===== src/rtl/serial_shift_unit.sv =====
// serial_shift_unit: bit-serial shift engine producing the same result as the
// single-cycle barrel shifter, one position (or two, see below) per clock.
//
// Ports:
//   clk_i    - clock, all state updates on the rising edge
//   rst_i    - synchronous active-high reset
//   start_i  - request, accepted when not shifting (IDLE or DONE)
//   in_i     - 16-bit operand, captured on accept
//   cnt_i    - 4-bit shift amount, captured on accept
//   op_i     - 3-bit op: 0 ROL, 1 SLL, 2 ROR, 3 SRL, 4 SRA, 5..7 illegal
//   busy_o   - shifting and not yet on the final step
//   done_o   - one-cycle pulse, out_o valid
//   out_o    - result register, held until the next result
//   err_o    - with done_o when the captured op was illegal
//
// Build option: define SERIAL_SHIFT_DOUBLE_EN to shift two positions per
// cycle while two or more remain.
module serial_shift_unit (
  input  logic        clk_i,
  input  logic        rst_i,
  input  logic        start_i,
  input  logic [15:0] in_i,
  input  logic [3:0]  cnt_i,
  input  logic [2:0]  op_i,
  output logic        busy_o,
  output logic        done_o,
  output logic [15:0] out_o,
  output logic        err_o
);

  localparam int unsigned DataW = 16;
  localparam int unsigned CntW  = 4;
  localparam int unsigned OpW   = 3;

  typedef enum logic [1:0] {
    ST_IDLE  = 2'd0,
    ST_SHIFT = 2'd1,
    ST_DONE  = 2'd2
  } state_e;

  state_e            state_q, state_d;
  logic [DataW-1:0]  acc_q, acc_d;
  logic [DataW-1:0]  out_q, out_d;
  logic [CntW-1:0]   rem_q, rem_d;
  logic [OpW-1:0]    op_q, op_d;
  logic              byp_q, byp_d;
  logic              accept;
  logic              last_step;

  function automatic logic op_legal(input logic [OpW-1:0] op);
    return op <= OpW'(4);
  endfunction

  // One-position step.
  function automatic logic [DataW-1:0] step1(input logic [OpW-1:0] op,
                                             input logic [DataW-1:0] a);
    case (op)
      3'd0:    return {a[14:0], a[15]};
      3'd1:    return {a[14:0], 1'b0};
      3'd2:    return {a[0], a[15:1]};
      3'd3:    return {1'b0, a[15:1]};
      3'd4:    return {a[15], a[15:1]};
      default: return a;
    endcase
  endfunction

`ifdef SERIAL_SHIFT_DOUBLE_EN
  // Two-position step.
  function automatic logic [DataW-1:0] step2(input logic [OpW-1:0] op,
                                             input logic [DataW-1:0] a);
    case (op)
      3'd0:    return {a[13:0], a[15:14]};
      3'd1:    return {a[13:0], 2'b00};
      3'd2:    return {a[1:0], a[15:2]};
      3'd3:    return {2'b00, a[15:2]};
      3'd4:    return {{2{a[15]}}, a[15:2]};
      default: return a;
    endcase
  endfunction
`endif

  // A request is taken whenever no shift is in flight, including the DONE cycle.
  assign accept = start_i && (state_q != ST_SHIFT);

  // Bypass ops (count 0 or illegal) spend a single non-busy SHIFT cycle so
  // their latency matches a one-position shift.
`ifdef SERIAL_SHIFT_DOUBLE_EN
  assign last_step = byp_q || (rem_q <= CntW'(2));
`else
  assign last_step = byp_q || (rem_q == CntW'(1));
`endif

  // State register.
  always_ff @(posedge clk_i) begin
    if (rst_i) state_q <= ST_IDLE;
    else       state_q <= state_d;
  end

  // Next-state logic.
  always_comb begin
    state_d = state_q;
    case (state_q)
      ST_IDLE:  if (start_i) state_d = ST_SHIFT;
      ST_SHIFT: if (last_step) state_d = ST_DONE;
      ST_DONE:  state_d = start_i ? ST_SHIFT : ST_IDLE;
      default:  state_d = ST_IDLE;
    endcase
  end

  // Output decode from state registers only.
  always_comb begin
    busy_o = 1'b0;
    done_o = 1'b0;
    err_o  = 1'b0;
    case (state_q)
      ST_SHIFT: busy_o = !last_step;
      ST_DONE: begin
        done_o = 1'b1;
        err_o  = !op_legal(op_q);
      end
      default: ;
    endcase
  end

  // Datapath next-state.
  always_comb begin
    acc_d = acc_q;
    rem_d = rem_q;
    op_d  = op_q;
    byp_d = byp_q;
    out_d = out_q;
    if (accept) begin
      acc_d = in_i;
      rem_d = cnt_i;
      op_d  = op_i;
      byp_d = (cnt_i == CntW'(0)) || !op_legal(op_i);
      if (byp_d) out_d = in_i;
    end else if (state_q == ST_SHIFT && !byp_q) begin
`ifdef SERIAL_SHIFT_DOUBLE_EN
      if (rem_q >= CntW'(2)) begin
        acc_d = step2(op_q, acc_q);
        rem_d = rem_q - CntW'(2);
      end else begin
        acc_d = step1(op_q, acc_q);
        rem_d = rem_q - CntW'(1);
      end
`else
      acc_d = step1(op_q, acc_q);
      rem_d = rem_q - CntW'(1);
`endif
      if (last_step) out_d = acc_d;
    end
  end

  // Datapath registers.
  always_ff @(posedge clk_i) begin
    if (rst_i) begin
      acc_q <= '0;
      rem_q <= '0;
      op_q  <= '0;
      byp_q <= 1'b0;
      out_q <= '0;
    end else begin
      acc_q <= acc_d;
      rem_q <= rem_d;
      op_q  <= op_d;
      byp_q <= byp_d;
      out_q <= out_d;
    end
  end

  assign out_o = out_q;

endmodule


===== config.mk =====
export PLATFORM = sky130hd
export DESIGN_NAME = serial_shift_unit
export DESIGN_NICKNAME = d
export VERILOG_FILES = /design/src/rtl/serial_shift_unit.sv
export SDC_FILE = /design/constraint.sdc
export NUM_CORES = 1
export LEC_CHECK = 0
export CORE_MARGIN = 5
export CORE_UTILIZATION = 45
export CTS_BUF_LIST = sky130_fd_sc_hd__clkbuf_4 sky130_fd_sc_hd__clkbuf_8 sky130_fd_sc_hd__clkbuf_16
export DETAILED_ROUTE_END_ITERATION = 8
export PLACE_DENSITY = 0.81
export SLEW_MARGIN = 20
export SYNTH_ARGS = -nofsm -noshare
export SYNTH_HDL_FRONTEND = slang
export SYNTH_SLANG_ARGS = --single-unit

===== constraint.sdc =====
create_clock -name clk_i -period 2.81 [get_ports clk_i]
set_clock_uncertainty 0.15 [all_clocks]
set_input_delay 0.7025 -clock clk_i [delete_from_list [all_inputs] [get_ports clk_i]]
set_output_delay 0.7025 -clock clk_i [all_outputs]
set_load 0.01 [all_outputs]

==> summary.txt <==
Leak = 0.00108 uW
HP Class = register to register
post-CTS setup buffers = 0
Crit Path Category = register to primary output
post-synthesis cell count = 309
nets = 372
Via Count = 2,583
CTS tree = done
GR Util All Layers = 20.2%
Routed WL = 7240 um
Die Y = 84.5 um
Crit. path cell count = 3
Final ANT Viol Nets = 0
clk_lat worst skew = 0.29 ns
WHS Path Cells = 2
cts hold-fix bufs = 0
post-synth cell types = 42
YS warnings = 0
CP max-delay cell = clkdlybuf4s50_1
post-layout min period = 2.71 ns
mux contribution to synthesized area = 5.21%
Post-Synth XOR/XNOR Area = 0%
Cell Pwr Density = 512 nW/um^2
Post-route DRC = 0
Primary FF master, synth = dfxtp_1
number of synthesized flops with an enable pin = 0
htree depth = 2
clock-pin slew of the registers on the worst-case setup and hold paths = 0.08 ns
DR iter-0 viols = 260
cell depth of the worst flop-to-flop path = 7
CP bufs+invs = 1
Post-CTS Resized = 0
WP data required = 1.96 ns
hold violation count in the final report = 0
crit-path leading delay family = simple AND/OR/NAND/NOR gates
overall power = 1610 uW
fmax = 368 MHz
ANT cells = 0
net count after synthesis = 337
max_cap viols = 0
post-synthesis average cell area = 8.09 um^2
post-synthesis register bit count = 42
core area = 5440 um^2
synth-to-layout area growth = 25.4%
starting density of the core = 45.9%
vias in the first global route = 2,529
# clock sinks = 42
Pins Over Slew Limit = 0
GPL Wtd Cong = 0.883
RSZ-0062 raised after global routing = no
post-synthesis compound-gate area fraction = 25.3%
largest family of logic cells by synthesized area = simple AND/OR/NAND/NOR gates
final setup violation count = 0
num rows = 27
fin crit share = 96.6%
slew margin rel. = 53.0%
Via density = 6.19
share of synthesized cell area in and, or, nand and nor gates = 28.0%
DR pass1 iterations = 5
CP Cell Sequence = or3b_2 > nor2_2 > clkdlybuf4s50_1
Wirelength per Cell = 17.4 um
Min Hold Slack = 0.329 ns
setup TNS = 0 ns
WP data arrival = 1.86 ns
asr flop ratio synth = 0%
largest net degree at the start of global routing = 36
outcome = finished clean
Seq/Total Area, Yosys = 33.7%
CTS buffer count = 5
layout cells sized above 1 = 10.4%
non-filler cells, final = 417
crit end category = primary output
Port Buffers = 44
worst-path fanout max = 4
cell count after placement = 409
DIE WIDTH = 84.5 um
I/O Pins = 45
Worst Setup Start Kind = register
Die Area = 7140 um^2
post-synthesis cell area = 2500 um^2
first-pass GRT wire length = 12,100 um
grt ovf = 0
actual slew at the worst max-slew pin = 0.705 ns
maximum vdd drop = 0.413 mV
CTS Buffer Depth = 2
clk root buf = clkbuf_8
DP HPWL = 4930 um
initial antenna violation count = 0
Crit path largest cell delay = 0.56 ns
adder-cell area share of the yosys netlist = 1.00%
==> flip-flops by register name, indices dropped and copies added, names as in the netlist <==
register  cells
byp_q         1
out_o        16
acc_q        16
op_q          3
state_q       2
rem_q         4
==> routing by layer <==
metal	vias up	track usage [%]	share of wire, %
met2	123	34.4	49
met3	8	3.63	8.3
met5	-	0	0
met4	0	7.05	0.87
li1	1220	-	-
met1	1232	25.6	42
==> power breakdown <==
group,internal (uW),switching (uW),total (uW),leakage [uW]
registers,655,57.4,713,0.000347
logic,221,253,474,0.000682
clock network,208,211,419,0.0000517
==> final timing paths <==
path / startpoint / endpoint / slack (ns)
worst max-delay path: byp_q / busy_o / 0.1
worst min-delay path: rem_q[1] / rem_q[1] / 0.33
worst max register to register: rem_q[1] / out_o[2] / 0.39
worst min register to register: rem_q[1] / rem_q[1] / 0.33
==> worst register-to-register path: cells and delay by family, from the launching register on <==
kind            cells  cell delay, ns
simple gates        3            1.04
compound gates      1            0.37
flops               1            0.33
buf+inv             2            0.28
fa+ha+maj           1            0.13
==> cells by family after synthesis <==
family,count (synthesis)
simple gates,139
buf+inv,40
mux,13
flops,42
fa+ha+maj,2
compound gates,73
==> Yosys cell counts (2+ instances only) <==
cell / count / area share [%]
a31oi_1: 4 / 1.0
a211oi_1: 2 / 0.60
a2111oi_0: 6 / 2.1
a2111oi_2: 7 / 4.2
nor2_1: 37 / 5.6
buf_4: 2 / 0.60
nand2b_1: 2 / 0.50
nand2_1: 41 / 6.2
o21ai_0: 3 / 0.60
clkbuf_1: 22 / 3.3
buf_2: 3 / 0.60
o211ai_1: 3 / 0.90
buf_1: 2 / 0.30
dfxtp_1: 42 / 34
nor3_1: 20 / 4.0
ha_1: 2 / 1.0
a311oi_1: 15 / 5.3
a221oi_1: 12 / 4.2
inv_1: 9 / 1.4
o22ai_1: 2 / 0.50
nor4b_1: 13 / 4.6
nor2b_1: 16 / 4.0
a21oi_1: 11 / 2.2
a221o_1: 3 / 1.2
mux2i_1: 13 / 5.2
==> stage by stage <==
step / cell area, um^2 / util [%] / setup slack (ns)
after floorplan: 2500 / - / 0.421
after global placement: 3030 / 55.7 / 0.0212
after detailed placement: 3030 / 55.7 / -0.0901
after CTS: 3130 / 57.5 / 0.0592
after global routing: 3130 / 57.6 / 0.0178
final: 3130 / 57.6 / 0.0953
==> placed cells by master (no fill, tap or decap), types with 2 or more instances in the layout <==
cell type	netlist	layout
clkbuf_8	0	6
nor2b_1	16	16
a2111oi_2	7	7
a21oi_1	11	11
nor3_1	20	20
a311oi_1	15	15
mux2i_1	13	13
a221oi_1	12	12
ha_1	2	2
nor4b_1	13	13
inv_1	9	9
dfxtp_1	42	42
o22ai_1	2	2
buf_12	0	2
a221o_1	3	3
o21ai_0	3	3
nand2b_1	2	2
nor2_1	37	36
buf_4	2	13
clkdlybuf4s50_1	0	44
o211ai_1	3	3
a2111oi_0	6	6
a31oi_1	4	4
a211oi_1	2	2
nand2_1	41	41
==> layout make-up <==
| cell class | instances | area, um^2 |
|---|---|---|
| Sequential cell | 42 | 841 |
| Multi-Input combinational cell | 227 | 1500 |
| Tap cell | 72 | 90.1 |
| Inverter | 9 | 33.8 |
| Clock buffer | 7 | 90.1 |
| Timing Repair Buffer | 59 | 578 |
| Clock inverter | 1 | 5.00 |
| Fill cell | 500 | 2300 |
Power figures use the tool's default switching activity.
